[src/rtl/area_interp_engine.sv]
// Three-stage area/nearest/pass interpolation engine with valid/ready flow control
// and raster coordinate tracking of the emitted pixels.
module area_interp_engine #(
  parameter int PIX_W      = 16,
  parameter int CH         = 1,
  parameter int WGT_W      = 16,
  parameter int NORM_SHIFT = 16
) (
  input  logic                  clk,
  input  logic                  reset,
  input  logic                  in_valid,
  output logic                  in_ready,
  input  logic [CH*PIX_W-1:0]   imgmn,
  input  logic [CH*PIX_W-1:0]   imgm1n,
  input  logic [CH*PIX_W-1:0]   imgmn1,
  input  logic [CH*PIX_W-1:0]   imgm1n1,
  input  logic [WGT_W-1:0]      Amn,
  input  logic [WGT_W-1:0]      Am1n,
  input  logic [WGT_W-1:0]      Amn1,
  input  logic [WGT_W-1:0]      Am1n1,
  input  logic [1:0]            mode,
  input  logic [15:0]           frame_w,
  input  logic [15:0]           frame_h,
  output logic                  out_valid,
  input  logic                  out_ready,
  output logic [CH*PIX_W-1:0]   out_img,
  output logic [15:0]           out_x,
  output logic [15:0]           out_y,
  output logic                  out_last,
  output logic                  sat_flag
);

  localparam int BUS_W  = CH * PIX_W;
  localparam int PROD_W = PIX_W + WGT_W;
  localparam int SUM_W  = PROD_W + 3;
  localparam logic [SUM_W-1:0] ONE     = 1;
  localparam logic [SUM_W-1:0] RND     = (ONE << NORM_SHIFT) >> 1;
  localparam logic [SUM_W-1:0] PIX_MAX = (ONE << PIX_W) - ONE;
  localparam logic [1:0] MODE_NEAR = 2'b01;
  localparam logic [1:0] MODE_PASS = 2'b10;

  logic advance;
  logic out_hs;

  assign advance  = !out_valid || out_ready;
  assign in_ready = advance && !reset;
  assign out_hs   = out_valid && out_ready;

  logic             s1_valid;
  logic [BUS_W-1:0] s1_pix [4];
  logic [WGT_W-1:0] s1_wgt [4];
  logic [1:0]       s1_mode;

  always_ff @(posedge clk) begin
    if (reset) begin
      s1_valid <= 1'b0;
    end else if (advance) begin
      s1_valid  <= in_valid;
      s1_pix[0] <= imgmn;
      s1_pix[1] <= imgm1n;
      s1_pix[2] <= imgmn1;
      s1_pix[3] <= imgm1n1;
      s1_wgt[0] <= Amn;
      s1_wgt[1] <= Am1n;
      s1_wgt[2] <= Amn1;
      s1_wgt[3] <= Am1n1;
      s1_mode   <= mode;
    end
  end

  // Strict greater-than keeps the earlier neighbour on ties (mn > m1n > mn1 > m1n1).
  logic [1:0]       near_idx;
  logic [WGT_W-1:0] near_w;

  always_comb begin
    near_idx = 2'd0;
    near_w   = s1_wgt[0];
    for (int i = 1; i < 4; i++) begin
      if (s1_wgt[i] > near_w) begin
        near_w   = s1_wgt[i];
        near_idx = 2'(i);
      end
    end
  end

  logic              s2_valid;
  logic [PROD_W-1:0] s2_prod [4][CH];
  logic [BUS_W-1:0]  s2_sel;
  logic [1:0]        s2_mode;

  always_ff @(posedge clk) begin
    if (reset) begin
      s2_valid <= 1'b0;
    end else if (advance) begin
      s2_valid <= s1_valid;
      s2_mode  <= s1_mode;
      s2_sel   <= (s1_mode == MODE_NEAR) ? s1_pix[near_idx] : s1_pix[0];
      for (int n = 0; n < 4; n++) begin
        for (int c = 0; c < CH; c++) begin
          s2_prod[n][c] <= PROD_W'(s1_pix[n][c*PIX_W +: PIX_W]) * PROD_W'(s1_wgt[n]);
        end
      end
    end
  end

  logic [SUM_W-1:0] shifted [CH];
  logic [CH-1:0]    chan_sat;
  logic [BUS_W-1:0] area_img;

  always_comb begin
    chan_sat = '0;
    area_img = '0;
    for (int c = 0; c < CH; c++) begin
      shifted[c] = (SUM_W'(s2_prod[0][c]) + SUM_W'(s2_prod[1][c]) +
                    SUM_W'(s2_prod[2][c]) + SUM_W'(s2_prod[3][c]) + RND) >> NORM_SHIFT;
      chan_sat[c] = shifted[c] > PIX_MAX;
      area_img[c*PIX_W +: PIX_W] = chan_sat[c] ? {PIX_W{1'b1}} : shifted[c][PIX_W-1:0];
    end
  end

  always_ff @(posedge clk) begin
    if (reset) begin
      out_valid <= 1'b0;
      out_img   <= '0;
      sat_flag  <= 1'b0;
    end else if (advance) begin
      out_valid <= s2_valid;
      if (s2_mode == MODE_NEAR || s2_mode == MODE_PASS) begin
        out_img  <= s2_sel;
        sat_flag <= 1'b0;
      end else begin
        out_img  <= area_img;
        sat_flag <= |chan_sat;
      end
    end
  end

  logic [15:0] fw, fh, eff_w, eff_h;
  logic        last_x, last_y;

  assign eff_w    = (fw == 16'd0) ? 16'd1 : fw;
  assign eff_h    = (fh == 16'd0) ? 16'd1 : fh;
  assign last_x   = out_x == eff_w - 16'd1;
  assign last_y   = out_y == eff_h - 16'd1;
  assign out_last = out_valid && last_x && last_y;

  // Frame size is only sampled while idle at the frame origin, so a frame keeps its geometry.
  always_ff @(posedge clk) begin
    if (reset) begin
      out_x <= 16'd0;
      out_y <= 16'd0;
      fw    <= 16'd0;
      fh    <= 16'd0;
    end else begin
      if (out_x == 16'd0 && out_y == 16'd0 && !out_hs) begin
        fw <= frame_w;
        fh <= frame_h;
      end
      if (out_hs) begin
        if (last_x && last_y) begin
          out_x <= 16'd0;
          out_y <= 16'd0;
        end else if (last_x) begin
          out_x <= 16'd0;
          out_y <= out_y + 16'd1;
        end else begin
          out_x <= out_x + 16'd1;
        end
      end
    end
  end

endmodule
[config.mk]
export PLATFORM = sky130hd
export DESIGN_NAME = area_interp_engine
export DESIGN_NICKNAME = d
export VERILOG_FILES = /design/src/rtl/area_interp_engine.sv
export SDC_FILE = /design/constraint.sdc
export NUM_CORES = 2
export LEC_CHECK = 0
export BUFFER_PORTS_ARGS = -buffer_cell sky130_fd_sc_hd__buf_2
export CAP_MARGIN = 15
export CORE_MARGIN = 2
export CORE_UTILIZATION = 60
export CTS_CLUSTER_SIZE = 30
export DETAILED_ROUTE_END_ITERATION = 8
export PLACE_DENSITY = 0.78
export SKIP_LAST_GASP = 1
export SLEW_MARGIN = 5
export SYNTH_ARGS = -nofsm -noshare
export SYNTH_HDL_FRONTEND = slang
export SYNTH_SLANG_ARGS = --single-unit
[constraint.sdc]
create_clock -name clk -period 30.4 [get_ports clk]
set_clock_uncertainty 0.2 [all_clocks]
set_input_delay 3.04 -clock clk [delete_from_list [all_inputs] [get_ports clk]]
set_output_delay 3.04 -clock clk [all_outputs]
set_load 0.05 [all_outputs]
==> run summary <==
Sequential cells were found to cover 19.48% of the synthesized design area. The top cell type by area accounts for 32.82% of the synthesized area. Setup repair after global routing left no endpoint under its margin. In the final layout, the multi-input gates occupy 36,710 µm². The number of filler instances in the final layout came out at 6,799. The detail-routed net length per standard cell is 21.16 µm. Data arrives at the worst endpoint at 8670 ps. The detailed-route wire length came out at 139,000 µm. The final period demand of the worst path is 8520 ps. Relative to the synthesized area, the layout overhead comes to 7.001%. The count of state elements after synthesis is 360. The worst hold margin is 238.4 ps. The required time reported for the critical path endpoint is 30,550 ps. The maximum number of buffers from clock root to sink is 3. Clock-pin slew was measured on the worst setup and hold paths at 70 ps. The worst register-to-register path has a depth of 29. The flow ran to the end, and the final reports show no timing, DRC or antenna violations. The number of max-slew violations in the final report was 0.

The worst min-delay path class is flop to flop. In the finished design, the share of the clock period the worst path needs comes to 28.03%. After clock tree synthesis, the flow added hold-fix buffers numbering 0.

218 I/O pins were placed. The via density per instance came out at 5.837. The post-synthesis instance total came out at 5,292. The worst stage delay on the critical path came out at 750 ps. TritonCTS built the clock tree. The launching element type of the critical path is a flop. The number of antenna violations at the first check in global routing is 8. The proportion of layout cells with a drive suffix above 1 came out at 6.692%.

In the post-synthesis netlist, the cell with the most instances is sky130_fd_sc_hd__inv_1. STA classifies the critical path endpoint as a flop. The clock drives 360 sinks. Summed over all layers, the global routing overflow is 0. The H-tree depth reported by CTS came out at 2.

At the pin with the least slew margin, the transition time is 1135 ps. The largest net degree at the start of global routing came out at 125. Detailed placement ended at an HPWL of 107,400 µm.

After synthesis the cells add up to 51,170 µm². For this configuration, the core starts out at a cell density of 60.28%. The synthesized net count came out at 6,828.

The number of warning messages in the yosys log came out at 0. The number of resized instances in the post-cts repair step is 0. The worst setup path is of the flop to flop kind.

The finished cells cover 54,750 µm². The number of global-route vias before repair is 39,540. The synthesized area per cell came out at 9.669 µm². The final weighted congestion of routability-driven global placement is 0.9561. The number of clock buffers inserted by TritonCTS is 45. The final count of negative-setup-slack endpoints is 0.

Of all cell types, the one taking the most synthesized area is sky130_fd_sc_hd__fa_1. Counting flops with a built-in enable in the synthesized netlist gives 276. The count of input and output buffers came out at 217.

The most used flip-flop cell after synthesis is sky130_fd_sc_hd__edfxtp_1. The floorplan has 107 rows. In the global route stage, overall resource usage came out at 32.68%.

Yosys attributes the largest share of cell area to sky130_fd_sc_hd__fa_1 (33%), sky130_fd_sc_hd__edfxtp_1 (16%), sky130_fd_sc_hd__ha_1 (13%), sky130_fd_sc_hd__inv_1 (7.2%), sky130_fd_sc_hd__nand2_1 (5.7%). The area used by sequential logic in the layout came out at 9970 µm². For the worst-skew pair, the clock arrives at the later sink with an insertion delay of 640 ps. The final worst slack is 21,880 ps. The detailed-routing iteration count for the pre-antenna-repair pass came out at 7. The height of the chip is 296.0 µm. The worst setup timing slack at the placement stage is 22,160 ps. For the final routed database, the setup TNS stands at 0 ps. The net count of the finished layout is 6,923. The area of the core came out at 84,880 µm². The largest fanout on the critical path came out at 33. In this run the post-CTS setup repair buffer count came out at 0. The final-report hold violation count came out at 0. The slowest stage of the critical path is the sky130_fd_sc_hd__a21o_1 cell. In the routed design, unresolved DRC markers number 0. In this run, the number of DRC markers left after iteration 0 of detailed routing was 2,854.

Ranked by instance count, the synthesized netlist is headed by sky130_fd_sc_hd__inv_1 (986), sky130_fd_sc_hd__fa_1 (839), sky130_fd_sc_hd__nand2_1 (772), sky130_fd_sc_hd__ha_1 (531), sky130_fd_sc_hd__and2_1 (364). Yosys mapped the design onto 76 distinct sky130hd cell types. Once placement finished, the instance area stood at 53,240 µm². The via total after detailed routing came out at 38,360. The async set-or-reset flop fraction in the synthesized netlist is 0%. The first global-routing pass estimated 218,500 µm of wire.

Clock tree synthesis selected as its root buffer the cell sky130_fd_sc_hd__clkbuf_16. Along the worst hold path, the cell count comes to 2. The max-cap check violation count is 0. Among the stages of the critical path, the cell type that occurs most often is sky130_fd_sc_hd__o21ai_0.

The die area is 87,630 µm². The upper clock frequency limit is 0.1174 GHz. The headroom to the max-slew limit is 24.13%. The final antenna-violating net count is 0.

The die boundary width came out at 296.0 µm.
flip-flops by register name (all words and copies together), names as in the netlist:
register,cells
s2_valid,1
s1_pix,64
s1_wgt,64
out_y,16
s2_sel,16
out_x,16
s2_prod,128
out_img,16
sat_flag,1
out_valid,1
fh,16
s1_mode,2
fw,16
s1_valid,1
s2_mode,2
routing by layer:
metal  share of wire, %  GRT usage [%]  up-vias
li1                   -              -    16960
met1                 38          41.68    19090
met4                6.6          18.53       16
met3                9.5          6.235      416
met5              0.094              0        -
met2                 46          52.61     1875
cell type report:
cell class / instances / share of cell area [%]
antenna: 3 / 0.01371
clock buffer: 50 / 2.148
clock inverter: 34 / 0.5964
inverter: 988 / 6.773
multi-input combinational: 3732 / 67.06
sequential: 360 / 18.21
tap: 1144 / 2.614
timing repair buffer: 260 / 2.589
layout by cell type (no fill, tap or decap), types with 25 or more instances in the layout:
cell,n
sky130_fd_sc_hd__fa_1,839
sky130_fd_sc_hd__and2_1,364
sky130_fd_sc_hd__nor3_1,48
sky130_fd_sc_hd__xor2_1,63
sky130_fd_sc_hd__dfxtp_1,84
sky130_fd_sc_hd__a21o_1,50
sky130_fd_sc_hd__clkbuf_16,46
sky130_fd_sc_hd__nand2_1,772
sky130_fd_sc_hd__nor2_1,184
sky130_fd_sc_hd__inv_1,986
sky130_fd_sc_hd__ha_1,531
sky130_fd_sc_hd__nand4_1,25
sky130_fd_sc_hd__nand3_1,32
sky130_fd_sc_hd__mux2i_1,59
sky130_fd_sc_hd__buf_2,217
sky130_fd_sc_hd__edfxtp_1,276
sky130_fd_sc_hd__o31ai_1,26
sky130_fd_sc_hd__buf_4,41
sky130_fd_sc_hd__a21oi_1,151
sky130_fd_sc_hd__o221ai_1,29
sky130_fd_sc_hd__xnor2_1,113
sky130_fd_sc_hd__o21ai_0,105
metrics by stage:
step                      std cells  utilization (%)
final                          6571            64.51
after global routing           6568            64.50
after CTS                      6567            64.49
after detailed placement       6483            62.72
after global placement         6483            62.72
after floorplan                5292                -
final timing paths:
check | end | slack [ps] | start
worst max register to register | s2_sel[4]$_DFFE_PP_ | 21880 | s1_wgt[0][1]$_DFFE_PP_
worst min register to register | out_img[12]$_SDFFE_PP0N_ | 240 | out_img[12]$_SDFFE_PP0N_
worst min-delay path | out_img[12]$_SDFFE_PP0N_ | 240 | out_img[12]$_SDFFE_PP0N_
worst max-delay path | s2_sel[4]$_DFFE_PP_ | 21880 | s1_wgt[0][1]$_DFFE_PP_
worst max-delay path, delay by kind of cell (launching register included):
| kind | cells | cell delay [ps] |
|---|---|---|
| buf+inv | 2 | 640 |
| simple gates | 7 | 1800 |
| mux | 1 | 390 |
| flops | 1 | 680 |
| compound gates | 16 | 3600 |
| fa+ha+maj | 3 | 910 |
cells by family after synthesis:
family | count (synthesis) | synth area share (%)
adder cells (fa/ha/maj) | 1370 | 45.81
multiplexers | 62 | 1.220
XOR/XNOR | 177 | 3.030
AO/OA/AOI/OAI | 547 | 7.015
AND/OR/NAND/NOR | 1576 | 14.63
flip-flops | 360 | 19.48
buffers and inverters | 1200 | 8.810
Power is left out: the tool's default activity adds up to more than one toggle a clock period on the data nets, which glitch-free logic cannot reach.
